## src/rtl/buff_pc_pkg.sv

```systemverilog
// Opcode, function-field and cycle-length constants shared by the Buff_PC
// generator and its length decoder.
package buff_pc_pkg;

  localparam logic [4:0] OP_ALU       = 5'b00000;
  localparam logic [4:0] OP_LHI       = 5'b00001;
  localparam logic [4:0] OP_LLI       = 5'b00010;
  localparam logic [4:0] OP_LDRRI     = 5'b00011;
  localparam logic [4:0] OP_LDRRR     = 5'b00100;
  localparam logic [4:0] OP_STRRI     = 5'b00101;
  localparam logic [4:0] OP_STRRR_CMP = 5'b00110;
  localparam logic [4:0] OP_ADDI      = 5'b00111;
  localparam logic [4:0] OP_SUBI      = 5'b01000;
  localparam logic [4:0] OP_MOV       = 5'b01011;
  localparam logic [4:0] OP_JMP       = 5'b10000;
  localparam logic [4:0] OP_JALRL     = 5'b10001;
  localparam logic [4:0] OP_JALRR     = 5'b10010;
  localparam logic [4:0] OP_JR        = 5'b10011;
  localparam logic [4:0] OP_BCOND     = 5'b11000;
  localparam logic [4:0] OP_BAL       = 5'b11001;
  localparam logic [4:0] OP_IO        = 5'b11100;

  localparam logic [1:0] F_STRRR = 2'b00;
  localparam logic [1:0] F_CMP   = 2'b01;
  localparam logic [1:0] F_OUTR  = 2'b00;
  localparam logic [1:0] F_HLT   = 2'b01;

  localparam int LEN_SHORT = 2;
  localparam int LEN_ALU   = 3;
  localparam int LEN_STORE = 3;
  localparam int LEN_LOAD  = 4;
  localparam int LEN_JAL   = 3;

endpackage

```

## src/rtl/buff_pc_len_decode.sv

```systemverilog
// Maps major opcode and function field to the Cnt value of the final cycle.
module buff_pc_len_decode
  import buff_pc_pkg::*;
#(
  parameter int CNT_W = 3
) (
  input  logic [4:0]       ins_m,
  input  logic [1:0]       ins_l,
  output logic [CNT_W-1:0] last
);

  always_comb begin
    last = CNT_W'(LEN_SHORT);
    case (ins_m)
      OP_ALU:                 last = CNT_W'(LEN_ALU);
      OP_LDRRI, OP_LDRRR:     last = CNT_W'(LEN_LOAD);
      OP_STRRI:               last = CNT_W'(LEN_STORE);
      OP_ADDI, OP_SUBI:       last = CNT_W'(LEN_ALU);
      OP_JALRL, OP_JALRR:     last = CNT_W'(LEN_JAL);
      // Only STRrr takes the store length; CMP and the reserved 1x codes are short.
      OP_STRRR_CMP:           last = (ins_l == F_STRRR) ? CNT_W'(LEN_STORE)
                                                        : CNT_W'(LEN_SHORT);
      default:                last = CNT_W'(LEN_SHORT);
    endcase
  end

endmodule

```

## src/rtl/buff_pc_signal_gen.sv

```systemverilog
// Raises Buff_PC in the last cycle of each instruction so the controller
// latches the next PC and restarts Cnt; purely combinational.
module buff_pc_signal_gen
  import buff_pc_pkg::*;
#(
  parameter int CNT_W = 3
) (
  input  logic             clk,
  input  logic             Rst,
  input  logic [CNT_W-1:0] Cnt,
  input  logic [4:0]       InsM,
  input  logic [1:0]       InsL,
  output logic             Buff_PC
);

  logic [CNT_W-1:0] last;
  logic             unused_clk;

  assign unused_clk = clk;

  buff_pc_len_decode #(.CNT_W(CNT_W)) u_len_decode (
    .ins_m (InsM),
    .ins_l (InsL),
    .last  (last)
  );

  // >= rather than == so an overrun counter still terminates the instruction.
  assign Buff_PC = !Rst && (Cnt != '0) && (Cnt >= last);

endmodule

```

## config.mk

```make
export PLATFORM = sky130hd
export DESIGN_NAME = buff_pc_signal_gen
export DESIGN_NICKNAME = d
export VERILOG_FILES = /design/src/rtl/buff_pc_pkg.sv /design/src/rtl/buff_pc_len_decode.sv /design/src/rtl/buff_pc_signal_gen.sv
export SDC_FILE = /design/constraint.sdc
export NUM_CORES = 1
export LEC_CHECK = 0
export CORE_AREA = 2 2 39 41
export DETAILED_ROUTE_END_ITERATION = 8
export DIE_AREA = 0 0 41 43
export GPL_ROUTABILITY_DRIVEN = 0
export GPL_TIMING_DRIVEN = 0
export PLACE_DENSITY_LB_ADDON = 0.08
export SYNTH_ARGS = -nofsm -noshare
export SYNTH_HDL_FRONTEND = slang
export SYNTH_SLANG_ARGS = --single-unit
export TNS_END_PERCENT = 10
```

## constraint.sdc

```tcl
create_clock -name vclk -period 4.72
set_input_delay 0.944 -clock vclk [all_inputs]
set_output_delay 0.944 -clock vclk [all_outputs]
set_load 0.03 [all_outputs]
```

==> results of run 1 <==
==> metal layers <==
metal	up-vias	GRT usage	wire length, um
met3	0	0.00524	68
met1	76	0.0696	166
met2	10	0.0906	167
met4	0	0	0
li1	109	-	-
met5	-	0	0
==> worst paths after layout <==
| path | startpoint | to | cells past startpoint |
|---|---|---|---|
| max | InsM[1] | Buff_PC | 9 |
| min | Rst | Buff_PC | 3 |
==> cells by family (layout without fill, tap and decap cells) <==
family | after synthesis | count (layout)
fa+ha+maj | 3 | 3
compound gates | 6 | 6
xor+xnor | 1 | 1
buf+inv | 1 | 13
simple gates | 12 | 12
==> worst max-delay path, cell delays in order <==
cell and delay (ps):
clkdlybuf4s50_1 490, xor2_1 190, a21oi_1 120, o21ai_0 100
ha_1 270, nand2b_1 100, a211oi_1 70, nor4_1 170
clkdlybuf4s50_1 720
==> power by group <==
group          internal [mW]  switching [mW]  total, mW
Combinational         0.0132         0.00856     0.0218
Clock                      0               0          0
Sequential                 0               0          0
==> metrics by stage <==
step	worst slack [ps]	area, um2	utilization
after floorplan	1200	146	-
after global placement	589	287	0.207
after detailed placement	580	287	0.207
after CTS	565	287	0.207
after global routing	355	287	0.207
final	603	287	0.207
==> final cells by class <==
| cell class | count | area share |
|---|---|---|
| repair buffers | 12 | 0.419 |
| multi-input cells | 22 | 0.498 |
| inverters | 1 | 0.0131 |
| well taps | 16 | 0.0699 |
==> synth_stat cells, drive strengths merged <==
| master | instances |
|---|---|
| nor2 | 4 |
| nand2b | 1 |
| xor2 | 1 |
| nor4 | 2 |
| ha | 3 |
| nor3b | 2 |
| o21ai | 2 |
| inv | 1 |
| a211oi | 1 |
| a21oi | 2 |
| nand2 | 2 |
| o21a | 1 |
| nor3 | 1 |
==> flow_summary.yaml, run 1 <==
layout:
  synthToLayoutAreaGrowth_pct: 95.7
  fin_nets: 52
  nClkBuffers: 0
  seq_cells: 0
  layout-drive-gt1-share: 0
  seq_area_um2: 0
  multi_input_area_um2: 143
  diodes: 0
  final_common_cell: "clkdlybuf4s50_1"
  nFillCells: 156
  mostFrequentLayoutCells: "clkdlybuf4s50_1, nor2_1, ha_1"
  stdcell_count: 51
flow_run:
  maxCapViolations: 0
critical_path:
  crit_type: "in2out"
  worstSetupStartpointType: "primary input"
  critPathCaptureType: "output port"
  critPathRequiredTime_ps: 3780
  worstPathArrival_ps: 3170
  crit_fanout: 5
synthesis:
  yosys.area_share.xor_xnor: 0.0598
  syn-num-nets: 38
  synth_top_cell_by_area: "ha_1"
  synth_top_family_by_area: "simple AND/OR/NAND/NOR gates"
  syn_area_um2: 146
  muxShareOfSynthArea: 0
  synth_top_cell_area_share: 0.256
  yosysWarnings: 0
  synth_cells: 23
  ys_seq_area_frac: 0
  synth-simple-area-share: 0.419
  synth_area_leaders: "ha_1, nor2_1, nor3b_1"
  netlist-cell-type-count: 13
  synth_fa_ha_area_frac: 0.256
  synth_compound_area_frac: 0.239
  syn_area_per_cell_um2: 6.36
grt:
  grt_pass1_wl_um: 690
  track_usage: 0.0519
  antenna_found_initial: 0
  grt_max_degree: 6
  overflow: 0
  first_global_vias: 189
sta:
  worst_pin_slew_ps: 308
  fmax_ghz: 0.243
  setup_viol: 0
  period_needed_ps: 4120
  rsz0062_at_grt: "no"
  slew_violations: 0
  whs_ps: 2970
  hold_violations: 0
  max_slew_margin: 0.794
  setup_tns_ps: 0
  fin_crit_sh: 0.872
detailed_routing:
  dr.first_iter.drc_count: 2
  ant_nets: 0
  vias: 195
  routed_wl_um: 402
  drc_errors: 0
  routedWlPerCell_um: 7.88
  drtPass1Iterations: 4
  vias_per_cell: 3.82
floorplanning:
  start_util: 0.106
  pin_count: 13
  die_x_um: 41
  core-area_um2: 1380
  die_area_um2: 1760
  die_h_um: 43
  row_count: 14
place:
  io_buffers: 12
  dp.final_hpwl_um: 347
  dp.cells: 51
status:
  status: "complete, no violations"
clock_network:
  post_cts_buffers: 0
  cts_resized: 0
  cts_hold_buf: 0
min_path:
  hold_path_class: "in2out"
power_and_ir_drop:
  power_density_nw_per_um2: 76.0
  p_leak_nw: 0.106
  irDropWorstVdd_mv: 0.0340
  power.total_mw: 0.0218
(Power assumes the default switching activity.)
==> inputs of run 2 (changes only) <==
- CORE_AREA: 2 2 39 41 -> 8 8 45 47
- DIE_AREA: 0 0 41 43 -> 0 0 53 55
==> run 2 against run 1 <==
Compared with the run above:
- worst setup slack lost 15 ps
- routed wire length increased by 20%
- global-route usage is 2.5 points lower
- critical path type unchanged
- critical endpoint unchanged
==> flow_summary.yaml, run 2 (synthesis gave the netlist of run 1 again) <==
power_and_ir_drop:
  power_density_nw_per_um2: 76.4
  irDropWorstVdd_mv: 0.0351
  p_leak_nw: 0.106
  power.share.sequential: 0
  switching_power_mw: 0.00867
  p_sw_frac: 0.396
  comb_power_share: 1.000
  power.internal_mw: 0.0132
  clkPwrFrac: 0
  power.total_mw: 0.0219
grt:
  antenna_found_initial: 0
  overflow: 0
  grt_pass1_wl_um: 634
  track_usage: 0.0272
  first_global_vias: 159
  grt_max_degree: 6
detailed_routing:
  routedWlPerCell_um: 9.45
  routed_wl_um: 482
  vias: 203
  vias_per_cell: 3.98
  drtPass1Iterations: 4
  drc_errors: 0
  dr.first_iter.drc_count: 4
  ant_nets: 0
clock_network:
  post_cts_buffers: 0
  cts_resized: 0
  cts_hold_buf: 0
layout:
  fin_nets: 52
  layout-drive-gt1-share: 0
  seq_area_um2: 0
  mostFrequentLayoutCells: "clkdlybuf4s50_1, nor2_1, ha_1"
  seq_cells: 0
  final_cell_area_um2: 287
  final_common_cell: "clkdlybuf4s50_1"
  nFillCells: 153
  synthToLayoutAreaGrowth_pct: 95.7
  stdcell_count: 51
  nClkBuffers: 0
  diodes: 0
critical_path:
  worstSetupStartpointType: "primary input"
  crit_fanout: 5
  cp_slowest_cell: "clkdlybuf4s50_1"
  worstPathArrival_ps: 3190
  crit_type: "in2out"
  critPathCaptureType: "output port"
  critPathRequiredTime_ps: 3780
  cp_cell_sequence: "clkdlybuf4s50_1 > nor4_1 > a21oi_1 > o21ai_0 > ha_1 > nand2b_1 > a211oi_1 > nor4_1 > clkdlybuf4s50_1"
  slowest_delay_ps: 600
sta:
  fin_crit_sh: 0.875
  setup_viol: 0
  setup_tns_ps: 0
  hold_violations: 0
  period_needed_ps: 4130
  worst_pin_slew_ps: 313
  slew_violations: 0
  max_slew_margin: 0.790
  rsz0062_at_grt: "no"
  fmax_ghz: 0.242
floorplanning:
  core-area_um2: 1380
  row_count: 14
  start_util: 0.106
  die_x_um: 53
  pin_count: 13
  die_area_um2: 2920
  die_h_um: 55
status:
  status: "complete, no violations"
min_path:
  min_path_cells: 3
  hold_path_class: "in2out"
flow_run:
  maxCapViolations: 0
place:
  place_area_um2: 287
  dp.final_hpwl_um: 437
  dp.cells: 51
  io_buffers: 12
==> run 2: critical path: cells and delay by family <==
family | cells | cell delay (ps)
simple gates | 3 | 510
compound gates | 3 | 400
fa+ha+maj | 1 | 250
buf+inv | 2 | 1100
==> run 2: per-layer routing <==
metal  up-vias  GRT usage  share of wire  routed length [um]
li1        110          -              -                   -
met1        83     0.0377           0.53                 254
met2        10     0.0410           0.38                 181
met3         0     0.0107          0.095                  46
met4         0          0              0                   0
met5         -          0              0                   0
==> run 2: through the flow <==
step                hold WS [ps]   util  worst slack, ps
global placement            2980  0.207              578
global route                3010  0.207              427
CTS                         2990  0.207              545
finish                      2980  0.207              588
floorplan                   2010      -             1200
detailed placement          2980  0.207              565
==> run 2: worst paths after layout <==
path | start | endpoint | slack, ps
worst max-delay path | InsM[1] | Buff_PC | 590
worst min-delay path | Rst | Buff_PC | 2980
==> run 2: power by group through the flow <==
stage | Sequential [mW] | Clock (mW) | Combinational [mW]
global placement | 0 | 0 | 0.0217
finish | 0 | 0 | 0.0219
detailed placement | 0 | 0 | 0.0222
floorplan | 0 | 0 | 0.00836
CTS | 0 | 0 | 0.0223
global route | 0 | 0 | 0.0239
==> run 2: area by class of cell <==
type,instances,area (um2),area share
Inverter,1,3.75,0.0131
Tap cell,16,20.0,0.0699
Multi-Input combinational cell,22,143,0.498
Timing Repair Buffer,12,120,0.419
==> inputs of run 3 (changes only) <==
- CELL_PAD_IN_SITES_DETAIL_PLACEMENT: default -> 1
- CELL_PAD_IN_SITES_GLOBAL_PLACEMENT: default -> 1
- SLEW_MARGIN: default -> 20
==> run 3 against run 2 <==
Compared with the run above:
- hold slack gained 4.9 ps
- cell area is the same
- die area is the same
- maximum frequency shrank 2.3%
- first-iteration DRC count shrank 100%
- non-clock buffer count is the same
- routed wire length grew 30%
- combinational power grew 4%
- sequential share of layout area is the same
- power grew 3.8%
==> flow_summary.yaml, run 3 (synthesis gave the netlist of run 1 again) <==
status:
  status: "complete, no violations"
sta:
  hold_violations: 0
  setup_tns_ps: 0
  finalWorstSetupSlack_ps: 489
  setup_viol: 0
  period_needed_ps: 4230
  worst_pin_slew_ps: 311
  slew_violations: 0
  rsz0062_at_grt: "no"
  fmax_ghz: 0.236
  fin_crit_sh: 0.896
  max_slew_margin: 0.792
  whs_ps: 2980
floorplanning:
  row_count: 14
  die_x_um: 53
  die_h_um: 55
  pin_count: 13
  die_area_um2: 2920
  start_util: 0.106
  core-area_um2: 1380
min_path:
  min_path_cells: 3
  hold_path_class: "in2out"
  min_from: "Rst"
grt:
  grtUsageMet3: 0.0187
  busiest_layer: "met2"
  track_usage: 0.0441
  grt_pass1_wl_um: 986
  use_met2: 0.0801
  antenna_found_initial: 0
  grt_max_degree: 6
  overflow: 0
  first_global_vias: 233
  met1_usage: 0.0498
layout:
  fin_nets: 52
  layout-drive-gt1-share: 0
  diodes: 0
  seq_area_um2: 0
  seq_cells: 0
  utilization: 0.207
  synthToLayoutAreaGrowth_pct: 95.7
  nFillCells: 172
  final_common_cell: "clkdlybuf4s50_1"
  mostFrequentLayoutCells: "clkdlybuf4s50_1, nor2_1, ha_1"
  nClkBuffers: 0
clock_network:
  cts_resized: 0
  post_cts_buffers: 0
  cts_hold_buf: 0
critical_path:
  cp_cell_sequence: "clkdlybuf4s50_1 > xor2_1 > a21oi_1 > o21ai_0 > ha_1 > nand2b_1 > a211oi_1 > nor4_1 > clkdlybuf4s50_1"
  cpMostUsedCell: "clkdlybuf4s50_1"
  slowest_delay_ps: 600
  critPathRequiredTime_ps: 3780
  worstPathArrival_ps: 3290
  worstSetupStartpointType: "primary input"
  critPathCaptureType: "output port"
  startpoint: "InsM[1]"
  cp_slowest_cell: "clkdlybuf4s50_1"
  crit_fanout: 5
  crit_type: "in2out"
detailed_routing:
  vias_per_cell: 4.22
  ant_nets: 0
  routed_wl_um: 625
  routedWlPerCell_um: 12.3
  drtPass1Iterations: 1
  drc_errors: 0
  dr.first_iter.drc_count: 0
  vias: 215
power_and_ir_drop:
  power_density_nw_per_um2: 79.3
  comb_power_share: 1.000
  clkPwrFrac: 0
  power.internal_mw: 0.0133
  irDropWorstVdd_mv: 0.0201
  switching_power_mw: 0.00945
  power.share.sequential: 0
  p_leak_nw: 0.106
  p_sw_frac: 0.416
flow_run:
  maxCapViolations: 0
place:
  pre_cts_slack_ps: 482
  io_buffers: 12
run 3: power by group through the flow:
stage,Combinational (mW),Sequential [mW],Clock [mW]
final,0.0227,0,0
after global routing,0.0252,0,0
after CTS,0.0230,0,0
after detailed placement,0.0228,0,0
after global placement,0.0223,0,0
after floorplan,0.00836,0,0
run 3: final cells by class:
cell class	instances	area [um2]	share of cell area
multi-input cells	22	143	0.498
well taps	16	20.0	0.0699
inverters	1	3.75	0.0131
repair buffers	12	120	0.419
run 3: per-layer routing:
layer	wire, um	vias up
met5	0	-
met4	0	0
met3	80	0
met2	282	10
met1	262	95
li1	-	110
run 3: stage by stage:
stage	cells	power [mW]	instance area (um2)
2_1_floorplan	23	0.00836	146
3_3_place_gp	51	0.0223	287
3_5_place_dp	51	0.0228	287
4_1_cts	51	0.0230	287
5_1_grt	51	0.0252	287
6_report	51	0.0227	287
run 3: worst max-delay path, delay by kind of cell:
kind | cells | cell delay [ps]
compound gates | 3 | 530
simple gates | 2 | 230
fa+ha+maj | 1 | 270
xor+xnor | 1 | 200
buf+inv | 2 | 1110
run 3: path summary, 6_finish.rpt:
check	endpoint	slack, ps
setup / recovery	Buff_PC	490
hold / removal	Buff_PC	2980
